`config.mk`:
```
export PLATFORM = sky130hd
export DESIGN_NAME = host_mst_arb_flat
export DESIGN_NICKNAME = d
export VERILOG_FILES = /design/src/rtl/host_mst_arb_if.sv /design/src/rtl/host_mst_arb.sv /design/src/flat_wrapper.sv
export SDC_FILE = /design/constraint.sdc
export NUM_CORES = 1
export LEC_CHECK = 0
export BUFFER_PORTS_ARGS = -buffer_cell sky130_fd_sc_hd__buf_2
export CORE_UTILIZATION = 40
export DETAILED_ROUTE_END_ITERATION = 7
export PLACE_DENSITY = 0.61
export SETUP_SLACK_MARGIN = 0.4
export SLEW_MARGIN = 40
export SYNTH_ARGS = -nofsm -noshare
export SYNTH_HDL_FRONTEND = slang
export SYNTH_SLANG_ARGS = --single-unit
```
`constraint.sdc`:
```
create_clock -name clk_i -period 2.6 [get_ports clk_i]
set_input_delay 0.13 -clock clk_i [delete_from_list [all_inputs] [get_ports clk_i]]
set_output_delay 0.13 -clock clk_i [all_outputs]
set_load 0.005 [all_outputs]
```
`src/rtl/host_mst_arb_if.sv`:
```
// AW/AR valid/ready handshake bundle between the two host requesters, host_mst_arb and the master mux.
// Signal suffixes are from the arbiter's point of view; "slave" is the arbiter side, "master" the environment side.
interface host_mst_arb_if;
   logic [1:0] slv_aw_valid_i;
   logic [1:0] slv_aw_ready_o;
   logic [1:0] mst_aw_valid_o;
   logic [1:0] mst_aw_ready_i;
   logic [1:0] slv_ar_valid_i;
   logic [1:0] slv_ar_ready_o;
   logic [1:0] mst_ar_valid_o;
   logic [1:0] mst_ar_ready_i;

   modport slave (
      input  slv_aw_valid_i, mst_aw_ready_i, slv_ar_valid_i, mst_ar_ready_i,
      output slv_aw_ready_o, mst_aw_valid_o, slv_ar_ready_o, mst_ar_valid_o
   );

   modport master (
      output slv_aw_valid_i, mst_aw_ready_i, slv_ar_valid_i, mst_ar_ready_i,
      input  slv_aw_ready_o, mst_aw_valid_o, slv_ar_ready_o, mst_ar_valid_o
   );
endinterface

```
`src/rtl/host_mst_arb.sv`:
```
// Credit-limited weighted round-robin AW/AR issue gate for DMA (port 0) and host-direct (port 1); grant one cycle after
// valid, held until handshake, 1 txn per 2 cycles per channel. Optional HOST_MST_ARB_STATS_EN adds per-port stall counters.
module host_mst_arb_chan #(
   parameter int MaxTxnTotal   = 8,
   parameter int MaxTxnPerPort = 6,
   parameter int DmaWeight     = 3,
   parameter int CntWidth      = $clog2(MaxTxnTotal + 1)
) (
   input  logic                  clk_i,
   input  logic                  rst_i,
   input  logic                  enable_i,
   input  logic [1:0]            slv_valid_i,
   output logic [1:0]            slv_ready_o,
   output logic [1:0]            mst_valid_o,
   input  logic [1:0]            mst_ready_i,
   input  logic [1:0]            done_i,
   output logic [2*CntWidth-1:0] out_o,
   output logic                  idle_o,
   output logic                  err_o
);
   localparam int SW = $clog2(DmaWeight + 1);

   typedef enum logic [1:0] {IDLE = 2'd0, GNT_DMA = 2'd1, GNT_HDIR = 2'd2} state_e;

   state_e                state_q, state_d;
   logic [SW-1:0]         streak_q, streak_d;
   logic [CntWidth-1:0]   cnt_q [2];
   logic [CntWidth-1:0]   cnt_d [2];
   logic [1:0]            err_set;
   logic                  err_q;
   logic [CntWidth:0]     total;
   logic                  total_ok;
   logic [1:0]            elig;
   logic [1:0]            gnt;
   logic [1:0]            hs;

   assign gnt         = {state_q == GNT_HDIR, state_q == GNT_DMA};
   assign mst_valid_o = gnt & slv_valid_i;
   assign slv_ready_o = gnt & mst_ready_i;
   assign hs          = mst_valid_o & mst_ready_i;

   assign total    = {1'b0, cnt_q[0]} + {1'b0, cnt_q[1]};
   assign total_ok = total < (CntWidth + 1)'(MaxTxnTotal);

   always_comb begin
      state_d  = state_q;
      streak_d = streak_q;
      case (state_q)
         IDLE: begin
            // DMA wins unless host-direct also wants in and DMA has used its streak
            if (elig[0] && (!elig[1] || streak_q < SW'(DmaWeight))) begin
               state_d = GNT_DMA;
               if (streak_q < SW'(DmaWeight)) streak_d = streak_q + 1'b1;
            end else if (elig[1]) begin
               state_d  = GNT_HDIR;
               streak_d = '0;
            end
         end
         GNT_DMA:  if (hs[0]) state_d = IDLE;
         GNT_HDIR: if (hs[1]) state_d = IDLE;
         default:  state_d = IDLE;
      endcase
   end

   always_ff @(posedge clk_i or posedge rst_i) begin
      if (rst_i) begin
         state_q  <= IDLE;
         streak_q <= '0;
         err_q    <= 1'b0;
      end else begin
         state_q  <= state_d;
         streak_q <= streak_d;
         err_q    <= err_q | (|err_set);
      end
   end

   for (genvar p = 0; p < 2; p++) begin : g_port
      assign elig[p] = slv_valid_i[p] & enable_i & total_ok &
                       (cnt_q[p] < CntWidth'(MaxTxnPerPort));

      always_comb begin
         cnt_d[p]   = cnt_q[p];
         err_set[p] = 1'b0;
         if (hs[p] && !done_i[p]) begin
            cnt_d[p] = cnt_q[p] + 1'b1;
         end else if (!hs[p] && done_i[p]) begin
            if (cnt_q[p] == '0) err_set[p] = 1'b1;
            else                cnt_d[p]   = cnt_q[p] - 1'b1;
         end
      end

      always_ff @(posedge clk_i or posedge rst_i) begin
         if (rst_i) cnt_q[p] <= '0;
         else       cnt_q[p] <= cnt_d[p];
      end
   end

   assign out_o  = {cnt_q[1], cnt_q[0]};
   assign idle_o = (state_q == IDLE) && (cnt_q[0] == '0) && (cnt_q[1] == '0);
   assign err_o  = err_q;
endmodule

module host_mst_arb #(
   parameter int MaxTxnTotal   = 8,
   parameter int MaxTxnPerPort = 6,
   parameter int DmaWeight     = 3,
   parameter int CntWidth      = $clog2(MaxTxnTotal + 1)
) (
   input  logic                  clk_i,
   input  logic                  rst_i,
   input  logic                  enable_i,
   host_mst_arb_if.slave         bus,
   input  logic [1:0]            b_done_i,
   input  logic [1:0]            r_done_i,
   output logic [2*CntWidth-1:0] wr_out_o,
   output logic [2*CntWidth-1:0] rd_out_o,
   output logic                  idle_o,
`ifdef HOST_MST_ARB_STATS_EN
   output logic [2*32-1:0]       stall_cnt_o,
`endif
   output logic                  err_underflow_o
);
   logic aw_idle, ar_idle, aw_err, ar_err;

   host_mst_arb_chan #(
      .MaxTxnTotal(MaxTxnTotal), .MaxTxnPerPort(MaxTxnPerPort),
      .DmaWeight(DmaWeight), .CntWidth(CntWidth)
   ) u_aw (
      .clk_i(clk_i), .rst_i(rst_i), .enable_i(enable_i),
      .slv_valid_i(bus.slv_aw_valid_i), .slv_ready_o(bus.slv_aw_ready_o),
      .mst_valid_o(bus.mst_aw_valid_o), .mst_ready_i(bus.mst_aw_ready_i),
      .done_i(b_done_i), .out_o(wr_out_o), .idle_o(aw_idle), .err_o(aw_err)
   );

   host_mst_arb_chan #(
      .MaxTxnTotal(MaxTxnTotal), .MaxTxnPerPort(MaxTxnPerPort),
      .DmaWeight(DmaWeight), .CntWidth(CntWidth)
   ) u_ar (
      .clk_i(clk_i), .rst_i(rst_i), .enable_i(enable_i),
      .slv_valid_i(bus.slv_ar_valid_i), .slv_ready_o(bus.slv_ar_ready_o),
      .mst_valid_o(bus.mst_ar_valid_o), .mst_ready_i(bus.mst_ar_ready_i),
      .done_i(r_done_i), .out_o(rd_out_o), .idle_o(ar_idle), .err_o(ar_err)
   );

   assign idle_o          = aw_idle & ar_idle;
   assign err_underflow_o = aw_err | ar_err;

`ifdef HOST_MST_ARB_STATS_EN
   logic [31:0] stall_q [2];
   logic [1:0]  stalled;

   assign stalled = (bus.slv_aw_valid_i | bus.slv_ar_valid_i) &
                    ~((bus.mst_aw_valid_o & bus.mst_aw_ready_i) |
                      (bus.mst_ar_valid_o & bus.mst_ar_ready_i));

   for (genvar p = 0; p < 2; p++) begin : g_stall
      always_ff @(posedge clk_i or posedge rst_i) begin
         if (rst_i)                             stall_q[p] <= '0;
         else if (stalled[p] && ~&stall_q[p])   stall_q[p] <= stall_q[p] + 1'b1;
      end
   end

   assign stall_cnt_o = {stall_q[1], stall_q[0]};
`endif
endmodule

```
`src/flat_wrapper.sv`:
```
// flat-port wrapper written by rule: the top's interface ports become plain ports
module host_mst_arb_flat 
#(
   parameter int MaxTxnTotal   = 8,
   parameter int MaxTxnPerPort = 6,
   parameter int DmaWeight     = 3,
   parameter int CntWidth      = $clog2(MaxTxnTotal + 1)
)
  (clk_i, rst_i, enable_i, b_done_i, r_done_i, wr_out_o, rd_out_o, idle_o, err_underflow_o, bus_slv_aw_valid_i, bus_mst_aw_ready_i, bus_slv_ar_valid_i, bus_mst_ar_ready_i, bus_slv_aw_ready_o, bus_mst_aw_valid_o, bus_slv_ar_ready_o, bus_mst_ar_valid_o);
  host_mst_arb_if bus_i ();
  input  logic clk_i;
  input  logic rst_i;
  input  logic enable_i;
  input  logic [1:0] b_done_i;
  input  logic [1:0] r_done_i;
  output logic [2*CntWidth-1:0] wr_out_o;
  output logic [2*CntWidth-1:0] rd_out_o;
  output logic idle_o;
  output logic err_underflow_o;
  input wire logic [$bits(bus_i.slv_aw_valid_i)-1:0] bus_slv_aw_valid_i;
  input wire logic [$bits(bus_i.mst_aw_ready_i)-1:0] bus_mst_aw_ready_i;
  input wire logic [$bits(bus_i.slv_ar_valid_i)-1:0] bus_slv_ar_valid_i;
  input wire logic [$bits(bus_i.mst_ar_ready_i)-1:0] bus_mst_ar_ready_i;
  output wire logic [$bits(bus_i.slv_aw_ready_o)-1:0] bus_slv_aw_ready_o;
  output wire logic [$bits(bus_i.mst_aw_valid_o)-1:0] bus_mst_aw_valid_o;
  output wire logic [$bits(bus_i.slv_ar_ready_o)-1:0] bus_slv_ar_ready_o;
  output wire logic [$bits(bus_i.mst_ar_valid_o)-1:0] bus_mst_ar_valid_o;
  assign bus_i.slv_aw_valid_i = bus_slv_aw_valid_i;
  assign bus_i.mst_aw_ready_i = bus_mst_aw_ready_i;
  assign bus_i.slv_ar_valid_i = bus_slv_ar_valid_i;
  assign bus_i.mst_ar_ready_i = bus_mst_ar_ready_i;
  assign bus_slv_aw_ready_o = bus_i.slv_aw_ready_o;
  assign bus_mst_aw_valid_o = bus_i.mst_aw_valid_o;
  assign bus_slv_ar_ready_o = bus_i.slv_ar_ready_o;
  assign bus_mst_ar_valid_o = bus_i.mst_ar_valid_o;
  host_mst_arb #(.MaxTxnTotal(MaxTxnTotal), .MaxTxnPerPort(MaxTxnPerPort), .DmaWeight(DmaWeight), .CntWidth(CntWidth)) u_core (.clk_i(clk_i), .rst_i(rst_i), .enable_i(enable_i), .bus(bus_i), .b_done_i(b_done_i), .r_done_i(r_done_i), .wr_out_o(wr_out_o), .rd_out_o(rd_out_o), .idle_o(idle_o), .err_underflow_o(err_underflow_o));
endmodule
```
==> Word level (Yosys, flattened, before mapping) <==
Cells that the tools add are included.
{ "word_totals": {"ff_bits": 26, "in_bits": 15, "output_inout_bits": 26, "word_cells": 156} }
{ "op_classes": {"n_addsub": 12, "magnitude_cmp": 8, "n_eq_ne": 16, "n_mux": 40, "n_bitwise": 22, "n_reduce_logical": 48} }
{ "ops": {"columns": ["operator", "n"], "rows": [
  ["two-way mux 4 bit", 12],
  ["two-way mux 2 bit", 14],
  ["adder 4 x 1 -> 4 bit (second input constant)", 4],
  ["logical NOT 4 bit", 4],
  ["< comparator 4 x 3 -> 1 bit (second input constant)", 4],
  ["subtractor 4 x 1 -> 4 bit (second input constant)", 4],
  ["logical AND 1 bit", 14],
  ["bitwise AND 1 bit", 13],
  ["bitwise AND 2 bit", 6],
  ["two-way mux 1 bit", 12],
  ["inequality test 2 x 1 -> 1 bit (second input constant)", 6],
  ["case mux 2 bit (3 select lines)", 2],
  ["AND reduction 3 bit", 4],
  ["nonzero test 2 bit", 6],
  ["adder 4 x 4 -> 5 bit", 2],
  ["logical NOT 1 bit", 10],
  ["< comparator 5 x 4 -> 1 bit (second input constant)", 2],
  ["inequality test 2 bit (second input constant)", 4],
  ["AND reduction 2 bit", 4],
  ["inequality test 3 bit (second input constant)", 2],
  ["adder 2 x 1 -> 2 bit (second input constant)", 2],
  ["equality test 2 x 1 -> 1 bit (second input constant)", 2],
  ["equality test 2 bit (second input constant)", 2],
  ["logical NOT 2 bit", 2],
  ["4 further kinds", 9]
]} }

==> Longest topological paths before layout <==
{ "depth": {"word_depth": 9, "mapped_depth": 12, "depth_no_buf": 12} }

==> Cells and area by module <==
From an unflattened synthesis, not the netlist that was laid out.
{ "hier_totals": {"cells_unflattened": 192, "hier_area_um2": 1939.4} }
{ "by_module_without_submodules": {"columns": ["module", "instances", "cells_each", "area_per_inst_um2", "seq_area_each_um2"], "rows": [
  ["host_mst_arb_chan", 2, 95, 963.4, 325.3],
  ["host_mst_arb", 1, 2, 12.5, 0.0]
]} }

==> Worst setup path after synthesis <==
OpenSTA, ideal clock, no wires.
{ "synth_timing": {"kind": "register to register", "startpoint": "register u_core.u_ar.state_q[1]", "endpoint": "register u_core.u_ar.cnt_q, in the netlist u_core.u_ar.out_o[3]", "setup_time_ps": 121, "arrival_ps": 2096, "t_required_ps": 2479, "slack_ps": 383, "path_stages_with_launch": 11, "n_path_buf": 0, "synth_period_minus_slack_ps": 2217, "path_cell_list": "dfrtp_1 -> and3b_1 -> nand2_1 -> inv_1 -> ha_1 -> inv_1 -> ha_1 -> a21o_1 -> a21oi_1 -> mux2i_1 -> a22o_1"} }
{ "synth_via": {"elab_chain_cells": 7, "word_cells_on_any_way": 10, "classes_between": "2 x eq/ne; 1 x mux; 2 x bitwise; 5 x reduce/logical"} }
{ "synth_lines": {"columns": ["item", "line_no", "rtl"], "rows": [
  ["start, declared", "host_mst_arb.sv:25", "state_e state_q, state_d;"],
  ["start signal, assigned", "host_mst_arb.sv:71", "state_q <= state_d;"],
  ["equality test 2 x 1 -> 1 bit *", "host_mst_arb.sv:37", "assign gnt = {state_q == GNT_HDIR, state_q == GNT_DMA};"],
  ["bitwise AND 2 bit *", "host_mst_arb.sv:38", "assign mst_valid_o = gnt & slv_valid_i;"],
  ["bitwise AND 2 bit *", "host_mst_arb.sv:40", "assign hs = mst_valid_o & mst_ready_i;"],
  ["logical NOT 1 bit", "host_mst_arb.sv:86", "end else if (!hs[p] && done_i[p]) begin"],
  ["logical AND 1 bit", "host_mst_arb.sv:86", null],
  ["nonzero test 2 bit (no source line)", null, null],
  ["AND reduction 2 bit (no source line)", null, null],
  ["end signal, assigned by index", "host_mst_arb.sv:94", "else cnt_q[p] <= cnt_d[p];"],
  ["end, declared", "host_mst_arb.sv:27", "logic [CntWidth-1:0] cnt_q [2];"]
]} }
Every way passes the cells marked *; elsewhere a longest branch is shown, timed or not.
A chain may end at the register's enable or synchronous reset.

==> Worst setup path after layout <==
Ends and elaborated chain as after synthesis.

==> results.json <==
{
  "wirelength_um": 4450,
  "max_freq_ghz": 0.476,
  "synthDistinctLibCells": 36,
  "crit_fanout": 6,
  "drt_iter0_markers": 71,
  "num_antenna_cells": 0,
  "grt_start_max_net_pins": 27,
  "syn2layout_area_growth_pct": 25.9,
  "synthXorXnorAreaFrac_pct": 4.92,
  "dp_hpwl_um": 3340,
  "crit_arrival_ns": 2.27,
  "core_um2": 4720,
  "fin_total_pwr_mw": 2.71,
  "io_pins": 41,
  "wl_per_cell_um": 14.2,
  "tns_ns": 0,
  "drive_gt1_share_pct": 38.6,
  "min_period_ns": 2.10,
  "grt_usage_pct": 18.0,
  "yosys_most_used_dff": "dfrtp_1",
  "regArea_um2": 653,
  "cts.sinks": 26,
  "end_kind": "flop",
  "drcViolationCount": 0,
  "final_cell_mix": "buf_2 (40), dfrtp_1 (24), nand2_1 (18)",
  "cts-buffers-inserted": 3,
  "die_y_um": 72.0,
  "synth_mux_area_share_pct": 4.09,
  "rsz0062_at_grt": "yes",
  "synth_cells": 196,
  "p_leak_nw": 1.13,
  "crit_family": "compound AO/OA/AOI/OAI gates",
  "clockRootBuffer": "clkbuf_8",
  "vias_per_cell": 5.12,
  "grt_pass1_vias": 1572,
  "async_flop_share_pct": 100,
  "path_clk_slew_ns": 0.10,
  "path_cells": "and3b_1, nand2_2, inv_2, ha_4, inv_4, ha_1, a21o_1, a21oi_2, mux2i_1, a22o_1",
  "finalHoldViolations": 0,
  "port_buffers": 40,
  "synthAdderAreaFrac_pct": 19.4,
  "synthesis.area_um2": 1960,
  "clockBufferDepth": 2,
  "slowest_delay_ns": 0.42,
  "fp.dieW_um": 72.0,
  "relSlewSlack_pct": 62.5,
  "syn_avg_cell_area_um2": 10.0,
  "final_common_cell": "buf_2",
  "syn-num-nets": 239,
  "outcome": "complete, no violations",
  "rows": 25,
  "required_ns": 2.77,
  "initial_core_util_pct": 41.5,
  "crit_slowest_cell": "dfrtp_1",
  "cp.buffers_inverters": 2,
  "synth_compound_area_share_pct": 14.3,
  "yosysWarnings": 0,
  "ir_drop_mv": 0.488,
  "grt_overflow": 0,
  "die_area_um2": 5180,
  "setup_viol": 0,
  "multiInputGateArea_um2": 1340,
  "synth-seq-cells": 26,
  "postRouteAntennaNets": 0,
  "cts_tree": "yes",
  "power_density_nw_per_um2": 1100,
  "ctsHtreeMaxLevel": 1,
  "insertion_delay_ns": 0.28,
  "synth_edf_count": 0,
  "ys_seq_area_share_pct": 33.2,
  "min_path_type": "input pin to flop",
  "fin_util_pct": 52.2,
  "firstDrtPassIters": 4,
  "finalCritPeriodShare_pct": 80.8,
  "synthSimpleGateAreaFrac_pct": 19.7,
  "vias": 1604,
  "path_class": "flop to flop",
  "grt_pass1_wl_um": 7250,
  "tightest_slew_ns": 0.561,
  "fillers": 450,
  "maxCapViolCount": 0,
  "fin_skew_ns": 0.00482,
  "cp-start-kind": "flop",
  "final_nets": 291,
  "antenna_found_initial": 0,
  "synth_top_family_by_area": "simple AND/OR/NAND/NOR gates",
  "globalplace.congestion": 0.807,
  "slew_violations": 0
}
==> tightest hold or removal path, stage by stage <==
cell and delay [ns]:
buf_2 0.11, nand2_1 0.06, a32o_1 0.12
==> state kept, by name (all words and copies together), names as in the netlist <==
name / count
u_core.u_ar.out_o: 8
u_core.u_aw.out_o: 8
u_core.u_ar.state_q: 2
u_core.u_ar.streak_q: 2
u_core.u_aw.state_q: 2
u_core.u_aw.streak_q: 2
u_core.u_ar.err_o: 1
u_core.u_aw.err_o: 1
==> cells in the mapped netlist (4+ instances only) <==
| cell | number | area [um2] |
|---|---|---|
| xnor2_1 | 7 | 61.3 |
| a211oi_1 | 5 | 37.5 |
| nand2_1 | 19 | 71.3 |
| nand3_1 | 9 | 45.0 |
| nor2_1 | 8 | 30.0 |
| and2_1 | 7 | 43.8 |
| ha_1 | 24 | 300 |
| a21oi_1 | 4 | 20.0 |
| nor4_2 | 5 | 62.6 |
| o21ai_1 | 6 | 30.0 |
| nor3_1 | 4 | 20.0 |
| xor2_1 | 4 | 35.0 |
| mux2_4 | 4 | 60.1 |
| dfrtp_1 | 26 | 651 |
| fa_1 | 4 | 80.1 |
| a31oi_1 | 5 | 31.3 |
| o31ai_1 | 4 | 30.0 |
| inv_1 | 23 | 86.3 |
==> layer usage <==
metal	wire (um)	GRT usage [%]	vias to the layer above
li1	-	-	809
met1	2230	25.7	748
met2	1960	28.0	36
met3	148	2.22	11
met4	108	7.19	0
met5	0	0	-
==> power breakdown <==
part	internal [mW]	switching [mW]
Sequential	0.595	0.354
Clock	0.104	0.138
Combinational	0.823	0.696
Total	1.52	1.19
==> metrics by stage <==
stage               instances  hold WS, ns  area, um2  worst slack, ns
finish                    313        0.173       2470            0.499
global route              313        0.177       2470            0.371
CTS                       309        0.166       2320            0.407
detailed placement        303        0.224       2250            0.329
global placement          303        0.422       2250            0.369
floorplan                 196        0.170       1960            0.443
==> area by class of cell <==
class	instances	share of cell area (%)
inverter	23	3.70
multi-input combinational	147	54.4
clock buffer	3	1.67
tap	67	3.40
timing repair buffer	47	10.3
sequential	26	26.5
==> cell families after synthesis <==
kind of cell,Yosys count
compound gates,38
xor+xnor,11
fa+ha+maj,28
buf+inv,23
flops,26
mux,6
simple gates,64
==> final timing paths <==
check | start | to | slack (ns) | depth (start not counted)
hold / removal | bus_mst_aw_ready_i[1] | u_core.u_aw.state_q[1] | 0.17 | 3
setup reg to reg | u_core.u_ar.state_q[1] | u_core.u_ar.out_o[3] | 0.50 | 10
max in group asynchronous | rst_i | u_core.u_ar.state_q[0] | 1.76 | 3
min in group asynchronous | rst_i | u_core.u_ar.out_o[2] | 0.44 | 3
setup / recovery | u_core.u_ar.state_q[1] | u_core.u_ar.out_o[3] | 0.50 | 10
hold reg to reg | u_core.u_aw.state_q[1] | u_core.u_aw.state_q[0] | 0.48 | 1
==> repair_timing <==
item,CTS,global route
cloned,0,0
hold buffers,1,0
hold endpoints to repair,26,0
gates resized for setup,4,28
setup buffers,2,4
pin swaps,0,7
endpoints found under the setup margin,3,6
(Power assumes the default switching activity.)
